**src/rtl/left_shift_rot_32_pipe.sv**
```systemverilog
// Five-stage pipelined 32-bit left shifter/rotator with a valid/ready handshake.
// Stages shift by 16, 8, 4, 2, 1 in that order; a stalled output freezes the whole pipe.
module left_shift_rot_32_pipe (
    input  logic        clk,
    input  logic        rst,
    input  logic        in_valid,
    output logic        in_ready,
    input  logic [31:0] in,
    input  logic [4:0]  select,
    input  logic        rotate,
    output logic        out_valid,
    input  logic        out_ready,
    output logic [31:0] out
);

    // One conditional stage: shift by a fixed n, wrapping the top bits back in when rotating.
    function automatic logic [31:0] shl_stage(input logic [31:0] d, input int unsigned n,
                                              input logic en, input logic rot);
        logic [31:0] shifted;
        logic [31:0] wrapped;
        shifted = d << n;
        wrapped = rot ? (d >> (32 - n)) : 32'h0;
        return en ? (shifted | wrapped) : d;
    endfunction

    logic        stall;
    logic [4:0]  valid_q, valid_d;
    logic [31:0] data_q [5];
    logic [31:0] data_d [5];
    logic [3:0]  sel1_q, sel1_d;
    logic [2:0]  sel2_q, sel2_d;
    logic [1:0]  sel3_q, sel3_d;
    logic        sel4_q, sel4_d;
    logic [3:0]  rot_q, rot_d;

    assign stall     = valid_q[4] && !out_ready;
    assign in_ready  = !stall;
    assign out_valid = valid_q[4];
    assign out       = data_q[4];

    // Only the select bits still needed downstream travel with each stage.
    always_comb begin
        valid_d = valid_q;
        data_d  = data_q;
        sel1_d  = sel1_q;
        sel2_d  = sel2_q;
        sel3_d  = sel3_q;
        sel4_d  = sel4_q;
        rot_d   = rot_q;
        if (!stall) begin
            valid_d   = {valid_q[3:0], in_valid && in_ready};
            data_d[0] = shl_stage(in, 16, select[4], rotate);
            sel1_d    = select[3:0];
            rot_d[0]  = rotate;
            data_d[1] = shl_stage(data_q[0], 8, sel1_q[3], rot_q[0]);
            sel2_d    = sel1_q[2:0];
            rot_d[1]  = rot_q[0];
            data_d[2] = shl_stage(data_q[1], 4, sel2_q[2], rot_q[1]);
            sel3_d    = sel2_q[1:0];
            rot_d[2]  = rot_q[1];
            data_d[3] = shl_stage(data_q[2], 2, sel3_q[1], rot_q[2]);
            sel4_d    = sel3_q[0];
            rot_d[3]  = rot_q[2];
            data_d[4] = shl_stage(data_q[3], 1, sel4_q, rot_q[3]);
        end
    end

    always_ff @(posedge clk) begin
        if (rst) begin
            valid_q <= 5'b0;
            data_q  <= '{default: 32'h0};
            sel1_q  <= 4'b0;
            sel2_q  <= 3'b0;
            sel3_q  <= 2'b0;
            sel4_q  <= 1'b0;
            rot_q   <= 4'b0;
        end else begin
            valid_q <= valid_d;
            data_q  <= data_d;
            sel1_q  <= sel1_d;
            sel2_q  <= sel2_d;
            sel3_q  <= sel3_d;
            sel4_q  <= sel4_d;
            rot_q   <= rot_d;
        end
    end

endmodule
```
**config.mk**
```make
export PLATFORM = sky130hd
export DESIGN_NAME = left_shift_rot_32_pipe
export DESIGN_NICKNAME = d
export VERILOG_FILES = /design/src/rtl/left_shift_rot_32_pipe.sv
export SDC_FILE = /design/constraint.sdc
export NUM_CORES = 1
export LEC_CHECK = 0
export CAP_MARGIN = 20
export CORE_UTILIZATION = 54
export CTS_BUF_LIST = sky130_fd_sc_hd__clkbuf_4 sky130_fd_sc_hd__clkbuf_8
export DETAILED_ROUTE_END_ITERATION = 7
export PLACE_DENSITY = 0.75
export SYNTH_ARGS = -nofsm -noshare
export SYNTH_HDL_FRONTEND = slang
export SYNTH_SLANG_ARGS = --single-unit
```
**constraint.sdc**
```tcl
create_clock -name clk -period 1.2 [get_ports clk]
set_clock_uncertainty 0.1 [all_clocks]
set_input_delay 0.24 -clock clk [delete_from_list [all_inputs] [get_ports clk]]
set_output_delay 0.24 -clock clk [all_outputs]
set_load 0.05 [all_outputs]
```
==> metrics.md, run 1 <==
| Metric | Value |
|---|---|
| Worst path slowest cell | dfxtp_4 |
| Slew Limit Headroom | 69.64% |
| Clock transition at path regs | 0.11 ns |
| GRT Overall Usage | 30.81% |
| Final instance area | 13150 µm² |
| Crit start category | register |
| Most common cell in the synthesized netlist | dfxtp_1 |
| Worst-case reg-to-reg path depth | 8 |
| Vias | 7588 |
| Leak pwr | 4.737 nW |
| Aggregate global routing overflow | 0 |
| Vert. Die Dim | 128.9 µm |
| Hold path cells | 3 |
| Mapped Avg Cell Area | 10.03 µm² |
| Post-synthesis sequential area ratio | 41.24% |
| Clk buf depth | 2 |
| Final Non-Filler Cells | 1224 |
| Post-synth top area share | 41.24% |
| Nets@finish | 1037 |
| Detailed router's first-iteration violation count | 577 |
| Post-synth ARST share | 0% |
| Vias in the first global route | 7242 |
| Layout cells sized above 1 | 56.75% |
| DRT Pass-1 Iters | 5 |
| DRC violation count after routing | 0 |
| # diodes | 0 |
| CTS sink cnt | 179 |
| Yosys Warn Count | 0 |
| Vias per inst | 6.199 |
| Failing checks | negative setup slack |
| Largest net degree at the start of global routing | 35 |
| Power Density | 957.2 nW/µm² |
| Max VDD drop | 0.8662 mV |
| R2r setup slk | -0.60 ns |
| Cell count after placement | 1111 |
| First-pass GRT wire length | 39250 µm |
| Unrepaired setup endpoints after global routing | true |
| IO Count | 76 |
| Setup violators final | 213 |
| Final wirelength | 30950 µm |
| Buffers on Ports | 75 |
| Crit. End Element | register |
| Cell taking the most area after synthesis | dfxtp_1 |
| H-tree depth | 4 |
| CTS Root Cell | clkbuf_8 |
| Layout area overhead | 51.30% |
| Area of the core | 15770 µm² |
| CP top delay family | buffers and inverters |
| Levels on crit path | 8 |
| Die area | 16600 µm² |
| TritonCTS clock tree | yes |
| Commonest cells in the netlist | 179 x dfxtp_1, 162 x nor2_1, 120 x a211oi_2 |
| Final hold violation count | 0 |
| Status | finished with violations |
| Post-DP HPWL | 13340 µm |
| Mapped cell area | 8690 µm² |
| Slew Limit Fails | 0 |
| Top post-synthesis cells by area | dfxtp_1 41%, a211oi_2 17%, mux2i_1 13% |
| Antenna Nets Post-Route | 0 |
| Unique cell type count in the Yosys netlist | 22 |
| Setup Crit Path Kind | reg -> reg |
| Crit-path max cell delay | 0.36 ns |
| Final min period | 1.797 ns |
| Die X | 128.9 µm |
| Starting density of the core | 55.10% |
| Setup TNS Final | -74.40 ns |
| TritonCTS buffer count | 17 |
| Syn Inst Count | 866 |
| CP most frequent cell | buf_12 |
| Worst hold margin | 0.2449 ns |
| Clk_lat worst skew | 0.49 ns |
| Dominant synthesized flop cell | dfxtp_1 |
| WL/cell | 25.29 µm |
| Final Util | 83.37% |
| Hold/Removal Path Class | in -> reg |
| Std cell rows | 46 |
| Dpl ws | -0.6950 ns |
| Fmax | 556.4 MHz |
| Critical Path AT | 2.06 ns |
| Initial antenna violation count | 0 |
| DP Area | 10210 µm² |
| Tightest Pin Transition | 0.4523 ns |
| Buffers and inverters on the worst path | 5 |
| Synth Register Bits | 179 |
| Worst endpoint required time | 1.47 ns |
| Syn_nets | 908 |
| Overall Power | 12.59 mW |
| CP max FO | 7 |
| Max Cap Viol | 0 |
| Gpl congestion | 0.8187 |
| Post-synth EDFFs | 0 |
| Tcrit/Tclk final | 149.8% |
| Final worst slack | -0.5972 ns |
| Crit-path cells | nor2b_4 -> inv_8 -> buf_6 -> buf_12 -> buf_12 -> clkbuf_16 -> nor2_2 -> nor3_1 |
-- cell families after synthesis --
logic type	Yosys count	synth area share, %
multiplexers	113	13.02
flip-flops	179	41.24
buffers and inverters	118	9.575
AO/OA/AOI/OAI	194	23.86
AND/OR/NAND/NOR	262	12.31
-- worst register-to-register path: stages (launching register included) --
cell       delay (ns)
dfxtp_4          0.36
nor2b_4          0.15
inv_8            0.06
buf_6            0.11
buf_12           0.15
buf_12           0.18
clkbuf_16        0.19
nor2_2           0.05
nor3_1           0.33
-- registers in the layout, summed over array words and instances (netlist names) --
signal and flops:
data_q 128, out 32, valid_q 5, rot_q 4
sel1_q 4, sel2_q 3, sel3_q 2, sel4_q 1
-- layout by cell type (no fill, tap or decap), types with 3 or more instances in the layout --
cell type	instances
nand2_4	8
a221oi_4	4
dfxtp_1	142
nand2_2	3
nor2_2	30
buf_12	68
clkinvlp_4	3
a221oi_2	12
clkdlybuf4s50_1	40
nand2_1	41
nor2_4	111
a211oi_1	3
clkinv_4	3
nor2b_1	15
nor3_1	22
buf_16	16
buf_6	13
mux2i_1	113
dfxtp_2	24
a211oi_4	6
buf_4	64
clkbuf_8	20
buf_8	16
a311oi_1	13
dfxtp_4	13
clkbuf_16	7
a21oi_1	24
nor2_1	21
clkinv_2	3
a211oi_2	120
nor3_2	9
a21oi_2	10
-- path summary, 6_finish.rpt --
kind,from,endpoint
setup / recovery,valid_q[4],data_q[67]
hold / removal,select[3],sel1_q[3]
setup reg to reg,valid_q[4],data_q[67]
hold reg to reg,valid_q[2],valid_q[3]
-- cell type report --
class / instances / area [µm²]
Multi-Input combinational cell: 569 / 5508
Clock inverter: 12 / 130.1
Timing Repair Buffer: 226 / 3287
Clock buffer: 20 / 275.3
Fill cell: 694 / 2623
Tap cell: 216 / 270.3
Inverter: 2 / 15.01
Sequential cell: 179 / 3662
-- per-layer routing --
layer	global-route usage (%)	wire [µm]	vias to the layer above
li1	-	-	3324
met1	36.02	11590	3743
met2	54.44	15850	379
met3	6.195	1539	142
met4	13.77	1972	0
met5	0	0	-
-- timing repair --
item	in CTS	in global routing
setup buffers	31	29
pin swaps	12	37
cloned	19	8
hold endpoints to repair	1	0
endpoints found under the setup margin	213	213
resized for setup	242	167
hold buffers	1	0
-- where the power goes --
part           total, mW  internal (mW)  leakage [nW]  switching, mW
clock               4.39           2.01         0.201           2.38
combinational       1.70          0.827          3.05          0.869
sequential          6.50           6.16          1.48          0.340
Power figures use the tool's default switching activity.
==> run 2, diff against run 1 <==
Settings changed: CORE_ASPECT_RATIO from default to 0.6, GPL_TIMING_DRIVEN from default to 0.
==> run 2 against run 1 <==
Against the previous run:
- the run ends with design-rule violations, negative setup slack left
- fmax shrank 0.36%
- critical path depth shrank 3
- count of clock-buffer cells in the layout shrank 1
- die area is essentially flat
- cell area shrank 6.8%
- combinational power shrank 5%
- global-route usage shrank 0.53 points
- core utilization shrank 4.6 points
- register-to-register slack gained 0.09 ns
- sequential share of layout area grew 1.8 points
- sequential cell count is the same
- critical path type is now reg -> out
- largest cell class unchanged
- highest routed layer is now met5
==> metrics.md, run 2 (synthesized netlist as in run 1, its figures left out) <==
| Metric | Value |
|---|---|
| Final hold violation count | 0 (unchanged) |
| Commonest cells after routing, fill and taps aside | 146 x dfxtp_1, 127 x a211oi_2, 111 x mux2i_1 |
| Die X | 165.8 µm (+29%) |
| Die area | 16620 µm² (about the same) |
| Slew Limit Headroom | 41.18% (-28 points) |
| Failing checks | design-rule violations, negative setup slack |
| Area of the core | 15550 µm² (-1.4%) |
| TritonCTS buffer count | 17 (unchanged) |
| Hold EP | sel1_q[0] |
| Vert. Die Dim | 100.3 µm (-22%) |
| Worst-case reg-to-reg path depth | 8 (unchanged) |
| Fmax | 554.4 MHz (-0.36%) |
| CP max FO | 2 (-5) |
| Worst path slowest cell | dfxtp_4 |
| Critical Path AT | 1.46 ns (-0.60 ns) |
| Slew Limit Fails | 0 (unchanged) |
| Status | finished with violations |
| Crit. End Element | output port |
| Commonest non-fill, non-tap cell in the layout | dfxtp_1 |
| Vias | 7290 (-3.9%) |
| DRC violation count after routing | 14 (+14) |
| Final wirelength | 26880 µm (-13%) |
| Crit-path cells | nor2b_4 -> inv_4 -> buf_12 -> buf_12 -> buf_12 |
| Capture point of the worst reg-to-reg path | data_q[133] |
| Max reg flops | 128 (unchanged) |
| H-tree depth | 4 (unchanged) |
| Final worst slack | -0.6037 ns (-0.006533 ns) |
| Clock transition at path regs | 0.11 ns (about the same) |
| Nets@finish | 1031 (-0.58%) |
| Antenna Nets Post-Route | 0 (unchanged) |
| Final instance area | 12250 µm² (-6.8%) |
| Hold path cells | 3 (unchanged) |
| Std cell rows | 35 (-24%) |
| Crit start category | register |
| Tightest Pin Transition | 0.8824 ns (+0.4301 ns) |
| Initial antenna violation count | 0 (unchanged) |
| Vias in the first global route | 6812 (-5.9%) |
| Unrepaired setup endpoints after global routing | true |
| Layout cells sized above 1 | 55.09% (-1.7 points) |
| CTS sink cnt | 179 (unchanged) |
| Leak pwr | 4.552 nW (-3.9%) |
| Clk_lat worst skew | 0.45 ns (-0.04 ns) |
| Vias per inst | 6.050 (-2.4%) |
| WL/cell | 22.31 µm (-12%) |
| Max Cap Viol | 0 (unchanged) |
| Power Density | 989.3 nW/µm² (+3.3%) |
| Worst endpoint required time | 0.86 ns (-0.61 ns) |
| DP Area | 9935 µm² (-2.7%) |
| Hold/Removal Path Class | in -> reg |
| First-pass GRT wire length | 38600 µm (-1.7%) |
| Setup Crit Path Kind | reg -> out |
| Worst hold margin | 0.2256 ns (-0.01929 ns) |
| Gpl congestion | 0.9129 (+12%) |
| CP most frequent cell | buf_12 |
| IO Count | 76 (unchanged) |
| Setup violators final | 213 (unchanged) |
| Hold Path Origin | select[0] |
| Clk buf depth | 2 (unchanged) |
| R2r setup slk | -0.51 ns (+0.09 ns) |
| TritonCTS clock tree | yes |
| Worst reg2reg path startpoint | valid_q[4] |
| Tcrit/Tclk final | 150.3% (+0.54 points) |
| Reg with most FFs | data_q |
| Crit-path max cell delay | 0.35 ns (about the same) |
| Post-DP HPWL | 16780 µm (+26%) |
| Setup TNS Final | -68.12 ns (+6.273 ns) |
| Buffers on Ports | 73 (-2.7%) |
| Final min period | 1.804 ns (+0.006533 ns) |
| DRT Pass-1 Iters | 7 (+2) |
| Detailed router's first-iteration violation count | 587 (+1.7%) |
| CTS Root Cell | clkbuf_8 |
| GRT Overall Usage | 30.28% (-0.53 points) |
| Max VDD drop | 0.7630 mV (-12%) |
| Starting density of the core | 55.90% (+0.79 points) |
| Aggregate global routing overflow | 0 (unchanged) |
| Largest net degree at the start of global routing | 18 (-49%) |
| Layout area overhead | 40.95% |
| # diodes | 0 (unchanged) |
-- run 2: cell count changes in the layout (fill, tap and decap cells not counted), sizes merged --
cell,before,now
bufinv,2,0
dlygate4sd2,0,1
inv,3,10
clkbuf,27,43
bufbuf,1,4
clkinv,6,2
buf,177,151
clkdlybuf4s50,40,39
-- run 2: cell type report --
class / count / area (µm²)
clock buffers: 19 / 255.2
fillers: 971 / 3298
inverters: 2 / 10.01
clock inverters: 13 / 116.4
flip-flops and latches: 179 / 3630
repair buffers: 130 / 1730
multi-input cells: 569 / 5195
well taps: 203 / 254.0
plain buffers: 90 / 1057
-- run 2: how the worst max path moves through the flow --
stage / startpoint / to / slack (ns) / cells after the start
after floorplan: valid_q[4] / out[23] / -0.14 / 6
after global placement: out_ready / in_ready / -1.26 / 6
after detailed placement: out_ready / in_ready / -1.25 / 6
after CTS: valid_q[4] / in_ready / -0.60 / 5
after global routing: valid_q[4] / in_ready / -0.65 / 5
final: valid_q[4] / in_ready / -0.60 / 5
-- run 2: where the power goes --
group	switching, mW	internal [mW]
clock network	2.44	1.60
registers	0.293	6.18
logic	0.855	0.756
total	3.59	8.53
-- run 2: repair_timing --
action                     in CTS  in global routing
hold buffers                    1                  0
gates resized for setup       495                 91
gates cloned                   10                  7
setup buffers                  29                 11
pin swaps                       0                 26
hold endpoints to repair        6                  0
setup endpoints to repair     213                213
-- run 2: routing by layer --
layer | share of wire [%] | GRT usage, % | vias up
met5 | 0.41 | 4.928 | -
met4 | 0.58 | 6.183 | 2
met1 | 47 | 45.25 | 3671
met2 | 42 | 41.07 | 274
li1 | - | - | 3321
met3 | 9.9 | 9.897 | 22
-- run 2: metrics by stage --
stage	utilization, %	setup WS [ns]	std cells	total power [mW]
after floorplan	-	-0.1432	866	7.376
after global placement	63.90	-1.263	1142	7.836
after detailed placement	63.90	-1.249	1142	7.853
after CTS	74.49	-0.5998	1193	11.93
after global routing	78.78	-0.6538	1205	12.47
final	78.78	-0.6037	1205	12.12
-- run 2: critical path: cells and delay by family, from the launching register on --
kind,cells,cell delay [ns]
buf+inv,4,0.45
flops,1,0.35
simple gates,1,0.20
==> run 3, diff against run 2 <==
Settings changed: CAP_MARGIN 20 to 25, CORE_UTILIZATION 54 to 40, PLACE_DENSITY 0.75 to 0.56.
Clock period 1.2 ns to 1.7 ns, I/O delays scaled along.
==> run 3 against run 2 <==
Against the previous run:
- the flow finishes with violations (negative setup slack)
- critical path depth decreased by 1
- wire length decreased by 11%
- count of clock-buffer cells in the layout increased by 4
- final cell count increased by 4.1%
- critical path type unchanged
- largest power group unchanged
- highest routed layer is now met4
==> metrics.md, run 3 (synthesized netlist as in run 1, its figures left out) <==
| Metric | Value |
|---|---|
| Status | finished with violations |
| Failing checks | negative setup slack |
| Leak pwr | 3.957 nW (-13%) |
| Tcrit/Tclk final | 107.5% |
| DRT Pass-1 Iters | 4 (-3) |
| Buffers on Ports | 73 (unchanged) |
| Commonest cells after routing, fill and taps aside | 178 x dfxtp_1, 139 x nor2_1, 121 x a211oi_2 |
| GRT met1 Usage | 36.47% (-8.8 points) |
| Clk buf depth | 2 (unchanged) |
| Initial antenna violation count | 0 (unchanged) |
| P_sw | 2.236 mW (-38%) |
| Final hold violation count | 0 (unchanged) |
| DRC violation count after routing | 0 (-14) |
| Worst-case reg-to-reg path depth | 8 (unchanged) |
| H-tree depth | 4 (unchanged) |
| Met2 usage | 27.24% (-14 points) |
| Fill cells | 2068 (+110%) |
| Setup TNS Final | -0.1857 ns (+67.94 ns) |
| Final instance area | 10180 µm² (-17%) |
| TritonCTS clock tree | yes |
| Hold/Removal Path Class | in -> reg |
| Aggregate global routing overflow | 0 (unchanged) |
| Internal power | 6.258 mW (-27%) |
| Top Usage Layer GRT | met1 |
| Post-DP HPWL | 17970 µm (+7.1%) |
| Count of hold-fix buffers inserted at cts | 0 (-1) |
| DP Area | 9771 µm² (-1.6%) |
| Final min period | 1.828 ns |
| Worst path slowest cell | dfxtp_2 |
| WL/cell | 19.14 µm (-14%) |
| Crit-path cells | nor2b_4 -> inv_4 -> buf_12 -> buf_12 |
| Std cell rows | 41 (+17%) |
| Nets@finish | 1004 (-2.6%) |
| Vias | 6787 (-6.9%) |
| Max VDD drop | 0.4859 mV (-36%) |
| Area of the core | 21140 µm² (+36%) |
| Clock transition at path regs | 0.10 ns (about the same) |
| Clock share of power | 35.9% (+2.6 points) |
| Slew Limit Fails | 0 (unchanged) |
| Crit-path max cell delay | 0.33 ns (-0.02 ns) |
| Starting density of the core | 41.11% (-15 points) |
| Layout area overhead | 17.18% |
| Vias per inst | 5.412 (-11%) |
| Unrepaired setup endpoints after global routing | true |
| Final Non-Filler Cells | 1254 (+4.1%) |
| Logic pwr share | 10.9% (-2.4 points) |
| Commonest non-fill, non-tap cell in the layout | dfxtp_1 |
| Vias in the first global route | 6274 (-7.9%) |
| Setup violators final | 2 (-99%) |
| Worst endpoint required time | 1.26 ns (+0.40 ns) |
| Crit start category | register |
| Detailed router's first-iteration violation count | 473 (-19%) |
| CP most frequent cell | buf_12 |
| Power Density | 834.2 nW/µm² (-16%) |
| GRT Overall Usage | 22.15% (-8.1 points) |
| First-pass GRT wire length | 37120 µm (-3.8%) |
| Sequential share of power | 53.3% (about the same) |
| Critical Path AT | 1.39 ns (-0.07 ns) |
| Die area | 22340 µm² (+34%) |
| Gpl congestion | 0.8230 (-9.8%) |
| CTS Root Cell | clkbuf_8 |
| Max Cap Viol | 0 (unchanged) |
| Final worst slack | -0.1283 ns (+0.4754 ns) |
| Crit. End Element | output port |
| Layout cells sized above 1 | 34.15% (-21 points) |
| Hold path cells | 3 (unchanged) |
| Die X | 192.3 µm (+16%) |
| Largest net degree at the start of global routing | 17 (-1) |
| Tightest Pin Transition | 0.9576 ns (+0.07522 ns) |
| # diodes | 0 (unchanged) |
| Vert. Die Dim | 116.2 µm (+16%) |
| Fmax | 547.0 MHz |
| M3 GR Usage | 4.477% (-5.4 points) |
| Reg with most FFs | data_q |
| CTS sink cnt | 179 (unchanged) |
| TritonCTS buffer count | 17 (unchanged) |
| IO Count | 76 (unchanged) |
| Clk_lat worst skew | 0.48 ns (+0.03 ns) |
| Slew Limit Headroom | 36.16% (-5.0 points) |
| Final wirelength | 24010 µm (-11%) |
| Cell count after placement | 1218 (+6.7%) |
| Max reg flops | 128 (unchanged) |
| Antenna Nets Post-Route | 0 (unchanged) |
| Sw Share | 26.32% (-3.3 points) |
| Setup Crit Path Kind | reg -> out |
| CP max FO | 4 (+2) |
==> run 3: cell count changes in the layout (fill, tap and decap cells not counted), moves of 9 or more <==
cell / change
nor2_4: -36
a21oi_2: -10
a221oi_4: -9
nor2_2: -76
nor2_1: +112
buf_2: +35
a21oi_4: -9
dfxtp_1: +32
a21oi_1: +19
buf_8: -43
buf_12: -28
dfxtp_2: -30
buf_4: +22
==> run 3: repair_timing <==
item                                    in CTS  in global routing
buffers inserted                             5                  0
resized for setup                          180                 31
endpoints found under the setup margin      34                 77
endpoints found under the hold margin        0                  0
==> run 3: per-layer routing <==
metal | up-vias | part of all wire (%) | routed length, µm
met5 | - | 0 | 0
met4 | 0 | 1.2 | 299
met3 | 20 | 6.7 | 1609
met2 | 195 | 36 | 8655
met1 | 3327 | 56 | 13440
li1 | 3245 | - | -
==> run 3: path summary, 6_finish.rpt <==
kind / from / endpoint / slack [ns]
worst min-delay path: select[4] / data_q[145] / 0.04
worst max register to register: valid_q[4] / data_q[125] / 0.02
worst min register to register: sel3_q[0] / sel3_q[0] / 0.36
worst max-delay path: valid_q[4] / in_ready / -0.13
==> run 3: final cells by class <==
class | instances | area [µm²] | share of cell area, %
buffer | 115 | 857.1 | 8.417
clock inverter | 9 | 102.6 | 1.008
sequential | 179 | 3585 | 35.21
timing repair buffer | 78 | 633.1 | 6.218
inverter | 2 | 10.01 | 0.09830
clock buffer | 23 | 304.0 | 2.986
multi-input combinational | 569 | 4342 | 42.64
tap | 279 | 349.1 | 3.428
==> run 3: per-stage QoR <==
stage	hold WS [ns]	util, %	power [mW]	setup slack (ns)
finish	0.03782	48.18	8.494	-0.1283
global route	0.03453	48.18	8.807	-0.1568
CTS	0.01556	47.74	8.556	-0.1518
detailed placement	0.3465	46.23	5.539	-1.033
global placement	0.3408	46.23	5.533	-1.040
floorplan	0.3321	-	5.186	0.1245
==> run 3: critical path, delay by kind of cell (launching register included) <==
kind                   cells  cell delay (ns)
AND/OR/NAND/NOR            1             0.23
flip-flops                 1             0.33
buffers and inverters      3             0.34
==> run 3: power by group through the flow <==
| stage | logic (mW) | registers (mW) | clock network, mW |
|---|---|---|---|
| floorplan | 0.641 | 4.55 | 0 |
| finish | 0.925 | 4.52 | 3.05 |
| global route | 0.985 | 4.55 | 3.28 |
| CTS | 0.917 | 4.52 | 3.12 |
| detailed placement | 0.925 | 4.61 | 0 |
| global placement | 0.920 | 4.61 | 0 |
